[config.mk]
export PLATFORM = sky130hd
export DESIGN_NAME = fpadd_param_flat
export DESIGN_NICKNAME = d
export VERILOG_FILES = /design/src/rtl/fpadd_param_if.sv /design/src/rtl/fpadd_param.sv /design/src/flat_wrapper.sv
export SDC_FILE = /design/constraint.sdc
export NUM_CORES = 1
export LEC_CHECK = 0
export ABC_AREA = 1
export BUFFER_PORTS_ARGS = -buffer_cell sky130_fd_sc_hd__buf_2
export CAP_MARGIN = 20
export CELL_PAD_IN_SITES_DETAIL_PLACEMENT = 0
export CELL_PAD_IN_SITES_GLOBAL_PLACEMENT = 2
export CORE_ASPECT_RATIO = 1.25
export CORE_UTILIZATION = 33
export CTS_CLUSTER_SIZE = 14
export DETAILED_ROUTE_END_ITERATION = 10
export PLACE_DENSITY = 0.78
export SLEW_MARGIN = 20
export SYNTH_ARGS = -nofsm -noshare
export SYNTH_HDL_FRONTEND = slang
export SYNTH_SLANG_ARGS = --single-unit
export TNS_END_PERCENT = 1
[constraint.sdc]
create_clock -name clk -period 2.5 [get_ports clk]
set_input_delay 0.5 -clock clk [delete_from_list [all_inputs] [get_ports clk]]
set_output_delay 0.5 -clock clk [all_outputs]
set_load 0.05 [all_outputs]
[src/rtl/fpadd_param_if.sv]
// fpadd_param_if: request/result bundle between a requester (master) and fpadd_param (slave).
interface fpadd_param_if #(
   parameter int EXP_W = 3,
   parameter int MAN_W = 4
);
   localparam int W = 1 + EXP_W + MAN_W;
   logic         start, op, busy, done, ovf, unf;
   logic [W-1:0] a, b, s;
   modport master (output start, op, a, b, input s, busy, done, ovf, unf);
   modport slave  (input start, op, a, b, output s, busy, done, ovf, unf);
endinterface

[src/rtl/fpadd_param.sv]
// fpadd_param: parametrised multi-cycle FP add/sub (swap, iterative align, add, iterative normalise, pack).
// Define ROUND_NEAREST_EN for round-to-nearest-even at pack time; otherwise results truncate.
module fpadd_param #(
   parameter int EXP_W = 3,
   parameter int MAN_W = 4
) (
   input  logic         clk,
   input  logic         clr,
   fpadd_param_if.slave bus
);
   localparam int W  = 1 + EXP_W + MAN_W;
   localparam int MW = MAN_W + 5;
   localparam int EW = EXP_W + $clog2(MAN_W + 6) + 2;
   localparam logic signed [EW-1:0] CAP  = EW'(MAN_W + 3);
   localparam logic signed [EW-1:0] MAXE = EW'((1 << EXP_W) - 1);
   localparam logic signed [EW-1:0] ONE  = EW'(1);
   typedef enum logic [2:0] {IDLE, LOAD, ALIGN, ADD, NORM, DONE} state_t;
   state_t               r_state, w_next;
   logic [W-1:0]         r_a, r_b, r_s, w_x, w_y, w_s;
   logic                 r_op, r_sign, r_sub, r_ovf, r_unf, w_bs, w_swap, w_nz, w_fin, w_ovf, w_unf;
   logic [MW-1:0]        r_xm, r_ym, w_xm0, w_ym0;
   logic signed [EW-1:0] r_xe, r_ye, w_xe0, w_ye0, w_d, w_pe;
   logic [MAN_W-1:0]     w_pf;

   // {exp,frac} compares as one unsigned magnitude; b carries the effective sign
   assign w_bs   = r_b[W-1] ^ r_op;
   assign w_swap = r_b[W-2:0] > r_a[W-2:0];
   assign w_x    = w_swap ? {w_bs, r_b[W-2:0]} : r_a;
   assign w_y    = w_swap ? r_a : {w_bs, r_b[W-2:0]};
   assign w_xe0  = EW'(w_x[W-2:MAN_W]);
   assign w_ye0  = EW'(w_y[W-2:MAN_W]);
   assign w_xm0  = (w_xe0 == '0) ? '0 : {2'b01, w_x[MAN_W-1:0], 3'b000};
   assign w_ym0  = (w_ye0 == '0) ? '0 : {2'b01, w_y[MAN_W-1:0], 3'b000};
   assign w_d    = w_xe0 - w_ye0;
   assign w_nz   = |r_xm;
   assign w_fin  = !w_nz || (!r_xm[MW-1] && r_xm[MW-2]);

`ifdef ROUND_NEAREST_EN
   logic [MAN_W+1:0] w_q;
   assign w_q  = r_xm[MW-1:3] + (MAN_W+2)'(r_xm[2] & (r_xm[3] | r_xm[1] | r_xm[0]));
   assign w_pf = w_q[MAN_W+1] ? w_q[MAN_W:1] : w_q[MAN_W-1:0];
   assign w_pe = r_xe + EW'(w_q[MAN_W+1]);
`else
   assign w_pf = r_xm[MW-3:3];
   assign w_pe = r_xe;
`endif

   assign w_ovf = w_nz && (w_pe > MAXE);
   assign w_unf = w_nz && (w_pe[EW-1] || w_pe == '0);
   assign w_s   = !w_nz ? '0 : w_ovf ? {r_sign, {(W-1){1'b1}}} :
                  w_unf ? {r_sign, {(W-1){1'b0}}} : {r_sign, w_pe[EXP_W-1:0], w_pf};
   assign bus.s   = r_s;
   assign bus.ovf = r_ovf;
   assign bus.unf = r_unf;

   always_ff @(posedge clk) begin
      if (clr) r_state <= IDLE;
      else     r_state <= w_next;
   end

   always_comb begin
      w_next = r_state;
      case (r_state)
         IDLE:    w_next = bus.start ? LOAD : IDLE;
         LOAD:    w_next = ALIGN;
         ALIGN:   w_next = (r_xe == r_ye) ? ADD : ALIGN;
         ADD:     w_next = NORM;
         NORM:    w_next = w_fin ? DONE : NORM;
         default: w_next = IDLE;
      endcase
   end

   always_comb begin
      bus.busy = r_state != IDLE;
      bus.done = r_state == DONE;
   end

   always_ff @(posedge clk) begin
      if (clr) begin
         r_s   <= '0;
         r_ovf <= 1'b0;
         r_unf <= 1'b0;
      end else begin
         case (r_state)
            IDLE: if (bus.start) begin
               r_a  <= bus.a;
               r_b  <= bus.b;
               r_op <= bus.op;
            end
            LOAD: begin
               r_sign <= w_x[W-1];
               r_sub  <= w_x[W-1] ^ w_y[W-1];
               r_xm   <= w_xm0;
               r_xe   <= w_xe0;
               r_ym   <= (w_d > CAP) ? {{(MW-1){1'b0}}, |w_ym0} : w_ym0;
               r_ye   <= (w_d > CAP) ? w_xe0 - CAP : w_ye0;
            end
            ALIGN: if (r_xe != r_ye) begin
               r_ym <= {1'b0, r_ym[MW-1:2], |r_ym[1:0]};
               r_ye <= r_ye + ONE;
            end
            ADD: r_xm <= r_sub ? r_xm - r_ym : r_xm + r_ym;
            NORM: begin
               if (w_fin) begin
                  r_s   <= w_s;
                  r_ovf <= w_ovf;
                  r_unf <= w_unf;
               end else if (r_xm[MW-1]) begin
                  r_xm <= {1'b0, r_xm[MW-1:2], |r_xm[1:0]};
                  r_xe <= r_xe + ONE;
               end else begin
                  r_xm <= r_xm << 1;
                  r_xe <= r_xe - ONE;
               end
            end
            default: ;
         endcase
      end
   end
endmodule
[src/flat_wrapper.sv]
// flat-port wrapper written by rule: the top's interface ports become plain ports
module fpadd_param_flat 
#(
   parameter int EXP_W = 3,
   parameter int MAN_W = 4
)
  (clk, clr, bus_start, bus_op, bus_a, bus_b, bus_s, bus_busy, bus_done, bus_ovf, bus_unf);
  fpadd_param_if #(.EXP_W(EXP_W), .MAN_W(MAN_W)) bus_i ();
  input  logic clk;
  input  logic clr;
  input wire logic [$bits(bus_i.start)-1:0] bus_start;
  input wire logic [$bits(bus_i.op)-1:0] bus_op;
  input wire logic [$bits(bus_i.a)-1:0] bus_a;
  input wire logic [$bits(bus_i.b)-1:0] bus_b;
  output wire logic [$bits(bus_i.s)-1:0] bus_s;
  output wire logic [$bits(bus_i.busy)-1:0] bus_busy;
  output wire logic [$bits(bus_i.done)-1:0] bus_done;
  output wire logic [$bits(bus_i.ovf)-1:0] bus_ovf;
  output wire logic [$bits(bus_i.unf)-1:0] bus_unf;
  assign bus_i.start = bus_start;
  assign bus_i.op = bus_op;
  assign bus_i.a = bus_a;
  assign bus_i.b = bus_b;
  assign bus_s = bus_i.s;
  assign bus_busy = bus_i.busy;
  assign bus_done = bus_i.done;
  assign bus_ovf = bus_i.ovf;
  assign bus_unf = bus_i.unf;
  fpadd_param #(.EXP_W(EXP_W), .MAN_W(MAN_W)) u_core (.clk(clk), .clr(clr), .bus(bus_i));
endmodule
; Word-level counts from Yosys, hierarchy flattened
; Cells that the tools add are included.
[word_totals]
ff_bits = 68
input_bits = 20
out_inout_bits = 12
elab_cells = 84
[classes]
addsub = 7
order_cmp = 3
n_eq_ne = 9
muxes = 24
bitwise = 3
n_reduce_logical = 25
[op_table]
columns = cell, count
row1 = two-way mux 9 bit, 9
row2 = case mux 9 bit (2 select lines), 3
row3 = two-way mux 8 bit, 5
row4 = zero test 9 bit, 3
row5 = case mux 9 bit (3 select lines), 1
row6 = "adder 9 x 2 -> 9 bit, second input constant", 2
row7 = "greater-than comparator 9 x 4 -> 1 bit, second input constant", 2
row8 = OR reduction 9 bit, 2
row9 = case mux 3 bit (5 select lines), 1
row10 = two-way mux 7 bit, 2
row11 = AND reduction 3 bit, 4
row12 = adder 9 bit, 1
row13 = equality test 9 bit, 1
row14 = != test 9 bit, 1
row15 = "subtractor 9 x 2 -> 9 bit, second input constant", 1
row16 = subtractor 9 bit, 1
row17 = greater-than comparator 7 bit, 1
row18 = "equality test 3 x 2 -> 1 bit, second input constant", 2
row19 = "equality test 3 bit, second input constant", 2
row20 = nonzero test 3 bit, 2
row21 = AND reduction 2 bit, 2
row22 = nonzero test 2 bit, 2
row23 = OR reduction 2 bit, 2
row24 = subtractor 3 x 3 -> 4 bit, 1
row25 = 11 further kinds, 18

; Logic depth before layout (Yosys ltp)
; Gate-level depths: netlist of the first run.
[depth]
word_depth = 7
ltp_mapped = 15
mapped_depth_nobuf = 15

; Least setup slack after synthesis of the first run
; OpenSTA, ideal clock, no wires.
[synth_path]
kind = flip-flop to flip-flop
from = reg u_core.r_state[1]
to = reg u_core.r_ye[0] (enable)
setup_ns = 0.412
arrival_time_ns = 2.014
required_time_ns = 2.088
path_slack_ns = 0.074
stages_incl_launch_ff = 7
n_path_buf = 0
period_less_slack_ns = 2.426
cell_sequence = dfxtp_1 > inv_1 > nor3_4 > inv_2 > nand2_1 > inv_1 > nor3_1
[synth_via]
elab_chain_len = 3
elab_cells_between_ends = 5
classes_between = eq/ne (3) / reduce/logical (2)
[synth_lines]
columns = element, line_no
row1 = "start, declared", fpadd_param.sv:18  ; state_t r_state, w_next;
row2 = "start signal, assigned", fpadd_param.sv:58  ; else r_state <= w_next;
row3 = equality test 3 x 2 -> 1 bit / equality test 3 x 1 -> 1 bit (equally long branches), fpadd_param.sv:84  ; case (r_state)
row4 = != test 2 x 1 -> 1 bit (no line) / nonzero test 2 bit (equally long branches), -
row5 = AND reduction 3 bit (no line) *, -
row6 = "end signal, assigned", fpadd_param.sv:96  ; r_ye <= (w_d > CAP) ? w_xe0 - CAP : w_ye0;
row7 = "end signal, assigned", fpadd_param.sv:100  ; r_ye <= r_ye + ONE;
row8 = "end, declared", fpadd_param.sv:22  ; logic signed [EW-1:0] r_xe, r_ye, w_xe0, w_ye0, w_d, w_pe;
; Mark *: on every way between the ends. The rest lies on a longest branch, timed or not.
; A chain may end at the register's enable or synchronous reset.

; Worst setup path after layout of the first run
[layout_path]
from = reg u_core.r_b[2]
to = reg u_core.r_xm[3] (data pin)
[layout_via]
elab_chain_len = 5
[layout_lines]
columns = element, line_no
row1 = "start, declared", fpadd_param.sv:19  ; logic [W-1:0] r_a, r_b, r_s, w_x, w_y, w_s;
row2 = "start signal, assigned", fpadd_param.sv:87  ; r_b <= bus.b;
row3 = greater-than comparator 7 bit *, fpadd_param.sv:27  ; assign w_swap = r_b[W-2:0] > r_a[W-2:0];
row4 = two-way mux 8 bit *, fpadd_param.sv:28  ; assign w_x = w_swap ? {w_bs, r_b[W-2:0]} : r_a;
row5 = zero test 9 bit, fpadd_param.sv:32  ; assign w_xm0 = (w_xe0 == '0) ? '0 : {2'b01, w_x[MAN_W-1:0], 3'b000};
row6 = two-way mux 8 bit *, fpadd_param.sv:32
row7 = case mux 9 bit (3 select lines) *, fpadd_param.sv:84
row8 = "end signal, assigned", fpadd_param.sv:93  ; r_xm <= w_xm0;
row9 = "end signal, assigned", fpadd_param.sv:102  ; ADD: r_xm <= r_sub ? r_xm - r_ym : r_xm + r_ym;
row10 = "end signal, assigned", fpadd_param.sv:109  ; r_xm <= {1'b0, r_xm[MW-1:2], |r_xm[1:0]};
row11 = "end, declared", fpadd_param.sv:21  ; logic [MW-1:0] r_xm, r_ym, w_xm0, w_ym0;
; Marked as above.

==> results.md, run 1 <==
- Main area contributors after synthesis: edfxtp_1 (38%), nand2_1 (9.7%), ha_1 (7.3%), dfxtp_1 (6.1%), inv_1 (5.8%)
- Layout cells sized above 1: 17.7%
- Placed Cells: 712
- Total grt overflow: 0
- Fin cells: 728
- Buffer depth of the longest clock path: 2
- First drt pass iteration count: 4
- Avg WL per Cell: 14.2 µm
- Final Skew: 0.00950 ns
- Die extent in x: 104 µm
- Worst relative slew slack: 49.2%
- CP Max Fanout: 6
- Commonest non-fill, non-tap cell in the layout: nand2_1
- Drt drc: 0
- Fin nets: 602
- Worst skew pair latency: 0.33 ns
- Vias: 3,500
- Row cnt: 46
- Crit start category: flop
- Cell area after synthesis: 4280 µm²
- Seq/Total Area, Yosys: 44.0%
- Core ar.: 12,700 µm²
- Total GRT Usage: 16.3%
- Setup ws final: 0.141 ns
- Reg area: 1880 µm²
- Utilization after layout: 40.0%
- Starting Density: 33.8%
- Gates resized, CTS repair: 0
- CTS Buf Count: 9
- Cell area after placement: 4710 µm²
- CTS sink count: 67
- Pwr dens: 608 nW/µm²
- Least-Margin Pin Slew: 0.759 ns
- Share of the synthesized area in the top cell type: 37.9%
- Commonest cells after routing, fill and taps aside: nand2_1 (109), inv_1 (65), edfxtp_1 (54), nor2_1 (43), a21oi_1 (39)
- Pre-CTS WS: 0.0488 ns
- Synth Flop Type: edfxtp_1
- Pin count of the biggest net entering global routing: 20
- Synthesized Nets: 554
- Synthesized instance count: 507
- RSZ-0062 raised after global routing: true
- Post-DR vias/cell: 4.81
- Count of final hold-check violations: 0
- Die area: 13,400 µm²
- Worst VDD drop: 0.383 mV
- Unique masters post-synth: 47
- Hold WS: 0.341 ns
- WP data arrival: 2.44 ns
- Area growth syn-to-layout: 18.3%
- Antenna viol nets, final: 0
- Critical Path Sink Type: flop
- Drt total wl: 10.4 mm
- Global placement routability congestion: 0.868
- Vias in the first global route: 3,412
- Leading area contributor after synthesis: edfxtp_1
- First-pass GRT wire length: 16.7 mm
- Initial drt markers: 136
- Fill count: 1,335
- Power Total: 3.08 mW
- Post-CTS setup buffer count: 0
- Initial antenna violation count: 0
- Dpl hpwl: 8.23 mm
- Leak Pwr: 2.17 nW
- Die Y: 129 µm
- Maxcap violations: 0
- Req. time, crit path: 2.58 ns
- Area of the multi-input gates: 2120 µm²
- IO Port Bufs: 31
- CTS tree: done
- Min cycle time layout: 2.36 ns
- I/O pins: 32
- Clock Pin Slew Worst Setup and Hold Paths: 0.06 ns
- Number of synthesized flops with an enable pin: 54
- N_diodes: 0
- FFs w/ async S/R, synth: 0%
- CTS H-tree depth: 3
- Status: finished, final reports clean
- Crit Path Category: flop to flop
- Clock root buffer: clkbuf_16
- Max Freq: 0.424 GHz
- Design area: 5060 µm²
- Worst hold path class: primary input to flop
- Final worst-path cycle share: 94.4%
- Setup Viol. Count Final: 0
- Setup_tns: 0 ns
- Synth Area per Inst: 8.44 µm²
- Yosys reg bits: 67
- CTS Hold Buffers Added: 0
- Final slew viol count: 0
- Syn. warnings: 0
[critical path, stage by stage (launching register included)]
cell	delay (ns)
edfxtp_1	0.42
ha_1	0.36
a21oi_1	0.18
nand2_1	0.09
nand2_2	0.10
nand2_4	0.08
nand2_4	0.10
o21a_1	0.22
ha_1	0.17
nand3_1	0.15
nand3_1	0.18
nand2_1	0.06
[cell families after synthesis]
kind of cell               count (synthesis)  share of synthesized area [%]
xor gates and xnor gates                  13                           2.66
buffers and inverters                     80                           7.75
adders and majority gates                 27                           8.25
and+or+nand+nor                          224                           24.3
DFF                                       67                           44.0
AOI/OAI and AO/OA                         95                           12.8
muxes                                      1                          0.234
[final cells by class]
type	instances	area share, %
inverters	70	5.19
clock inverters	5	0.668
flip-flops and latches	67	37.2
multi-input cells	360	41.9
well taps	168	4.16
clock buffers	11	5.22
repair buffers	47	5.69
[flip-flops by register name, summed over array words and instances, names as in the netlist, 3 cells and up]
signal	cells
u_core.r_xe	9
u_core.r_xm	9
u_core.r_ye	9
u_core.bus.s	8
u_core.r_a	8
u_core.r_b	8
u_core.r_ym	8
u_core.r_state	3
[worst paths after layout]
| check | from | slack [ns] | cells past startpoint | endpoint |
|---|---|---|---|---|
| max | u_core.r_b[2]$_DFFE_PP_ | 0.14 | 11 | u_core.r_xm[3]$_DFFE_PP_ |
| min | bus_b[2] | 0.34 | 1 | u_core.r_b[2]$_DFFE_PP_ |
| max reg2reg | u_core.r_b[2]$_DFFE_PP_ | 0.14 | 11 | u_core.r_xm[3]$_DFFE_PP_ |
| min reg2reg | u_core.bus.s[7]$_SDFFE_PP0P_ | 0.46 | 2 | u_core.bus.s[7]$_SDFFE_PP0P_ |
[report_power, final]
| part | total (mW) | switching, mW | internal, mW |
|---|---|---|---|
| registers | 1.32 | 0.0438 | 1.27 |
| clock network | 1.26 | 0.503 | 0.760 |
| logic | 0.497 | 0.310 | 0.187 |
[synth_stat cells, types with 3 or more instances]
| master | count |
|---|---|
| nand3_1 | 29 |
| inv_1 | 66 |
| o21a_1 | 5 |
| a31oi_1 | 4 |
| dfxtp_1 | 13 |
| buf_6 | 3 |
| xnor2_1 | 3 |
| nand2_1 | 111 |
| o21ai_1 | 13 |
| inv_2 | 3 |
| nor3b_1 | 4 |
| buf_2 | 4 |
| o21ai_0 | 20 |
| nor3_1 | 7 |
| edfxtp_1 | 54 |
| a21oi_1 | 40 |
| xor2_1 | 10 |
| or2_2 | 3 |
| ha_1 | 25 |
| nand4_1 | 8 |
| nor2_1 | 43 |
| nand2_2 | 3 |
[metal layers]
layer | share of wire [%] | GRT usage, %
met5 | 0 | 0
met4 | 1.8 | 6.22
met3 | 1.7 | 2.41
met2 | 51 | 29.5
met1 | 45 | 19.5
Power figures use the tool's default switching activity.
==> inputs of run 2 (changes only) <==
- CELL_PAD_IN_SITES_DETAIL_PLACEMENT: 0 -> default
- CELL_PAD_IN_SITES_GLOBAL_PLACEMENT: 2 -> default
- CORE_UTILIZATION: 33 -> 40
- PLACE_DENSITY: 0.78 -> 0.62
==> results.md, run 2 (synthesis results as in run 1) <==
- Worst hold path class: primary input to flop
- Die area: 11,100 µm²
- Pin count of the biggest net entering global routing: 20
- Status: finished, final reports clean
- Min cycle time layout: 2.42 ns
- Die extent in x: 94.5 µm
- First-pass GRT wire length: 16.3 mm
- Vias in the first global route: 3,452
- Worst path max stage delay: 0.43 ns
- Reg2Reg Depth: 12
- Buffer depth of the longest clock path: 2
- Critical path buffer and inverter count: 1
- Comb power frac: 15.1%
- Initial drt markers: 192
- Final worst-path cycle share: 96.6%
- Core ar.: 10,300 µm²
- Maxcap violations: 0
- Worst setup path end: u_core.r_xm[8]$_DFFE_PP_
- Least-Margin Pin Slew: 0.774 ns
- Worst skew pair latency: 0.34 ns
- Switching part of the total: 25.6%
- CP Max Fanout: 7
- I/O pins: 32
- N_diodes: 0
- Row cnt: 41
- Worst path cell trace: nor3_2 -> nand2_1 -> nand2_1 -> xor2_1 -> inv_1 -> ha_1 -> a21oi_1 -> nor2_1 -> nor2_1 -> nand3_1 -> a21oi_1 -> o21bai_1
- Top Registers: u_core.r_xe x9, u_core.r_xm x9, u_core.r_ye x9
- Total grt overflow: 0
- Layout cells sized above 1: 17.6%
- Global placement routability congestion: 0.934
- WP data arrival: 2.50 ns
- Commonest cells after routing, fill and taps aside: nand2_1 (110), inv_1 (65), edfxtp_1 (54), nor2_1 (43), a21oi_1 (39)
- Final Skew: 0.00611 ns
- Crit start category: flop
- CTS Buf Count: 9
- Avg WL per Cell: 14.3 µm
- RSZ-0062 raised after global routing: true
- Crit path launch: u_core.r_ym[1]$_SDFFCE_PN0P_
- Final slew viol count: 0
- Clock Pin Slew Worst Setup and Hold Paths: 0.06 ns
- Die Y: 118 µm
- Critical Path Sink Type: flop
- Internal: 2.43 mW
- Req. time, crit path: 2.59 ns
- Crit Path Category: flop to flop
- CTS sink count: 67
- Crit path depth: 12
- Worst relative slew slack: 48.2%
- Sw Pwr: 0.837 mW
- Power share of the clock group: 44.7%
- R2r startpoint: u_core.r_ym[1]$_SDFFCE_PN0P_
- First drt pass iteration count: 7
- Starting Density: 41.7%
- Pwr dens: 647 nW/µm²
- Slowest cell on the critical path: edfxtp_1
- CTS tree: done
- Fin nets: 599
- Count of final hold-check violations: 0
- IO Port Bufs: 31
- Setup Viol. Count Final: 0
- Clock root buffer: clkbuf_16
- Antenna viol nets, final: 0
- Initial antenna violation count: 0
- Dpl hpwl: 7.46 mm
- Max Freq: 0.414 GHz
- Area growth syn-to-layout: 17.9%
- Sequential share of power: 40.3%
- Design area: 5040 µm²
- Setup_tns: 0 ns
- Leak Pwr: 2.19 nW
- Drt drc: 0
- Vias: 3,528
- R2R Path End: u_core.r_xm[8]$_DFFE_PP_
- Cell area after placement: 4620 µm²
- CTS H-tree depth: 3
- Drt total wl: 9.82 mm
- Hold WS: 0.337 ns
- Total GRT Usage: 19.1%
- Reg2Reg Setup Slack: 0.08 ns
- Critical path's top delay family: simple AND/OR/NAND/NOR gates
- Post-DR vias/cell: 5.14
- Worst VDD drop: 0.511 mV
- Commonest non-fill, non-tap cell in the layout: nand2_1
## run 2: area by class of cell
class	instances	area, µm²
clock buffers	14	350
clock inverters	2	13.8
fillers	995	5220
inverters	70	263
multi-input cells	360	2120
flip-flops and latches	67	1880
well taps	129	161
repair buffers	44	253
## run 2: how the worst min path moves through the flow
stage                                 startpoint                            to  slack, ns  cells after the start
finish                                  bus_a[7]       u_core.r_a[7]$_DFFE_PP_       0.34                      1
floorplan                u_core.r_sign$_DFFE_PP_  u_core.bus.s[7]$_SDFFE_PP0P_       0.49                      2
CTS                                     bus_b[2]       u_core.r_b[2]$_DFFE_PP_       0.33                      1
detailed placement  u_core.bus.s[3]$_SDFFE_PP0P_  u_core.bus.s[3]$_SDFFE_PP0P_       0.46                      2
global route                            bus_a[2]       u_core.r_a[2]$_DFFE_PP_       0.33                      1
global placement     u_core.bus.unf$_SDFFE_PP0P_   u_core.bus.unf$_SDFFE_PP0P_       0.45                      2
## run 2: what timing repair did
item / CTS / global route
setup buffers: 0 / 1
endpoints found under the setup margin: 0 / 5
hold buffers: 0 / 0
resized for setup: 0 / 13
## run 2: power groups by stage
stage	Sequential (mW)	Clock [mW]	Combinational (mW)
floorplan	1.33	0	0.359
global placement	1.33	0	0.467
detailed placement	1.34	0	0.474
CTS	1.31	1.47	0.479
global route	1.32	1.51	0.557
finish	1.32	1.46	0.491
## run 2: stage by stage
step,utilization [%],cells,power [mW],worst slack [ns]
floorplan,-,507,1.69,0.0738
global placement,45.0,669,1.80,0.111
detailed placement,45.0,669,1.81,0.0416
CTS,48.6,685,3.26,0.0313
global route,49.2,686,3.39,-0.0667
finish,49.2,686,3.26,0.0841
## run 2: layer usage
metal / global-route usage, % / share of wire [%]
met5: 0 / 0
met4: 8.33 / 3.0
met1: 22.7 / 43
met2: 33.2 / 51
met3: 3.10 / 3.5
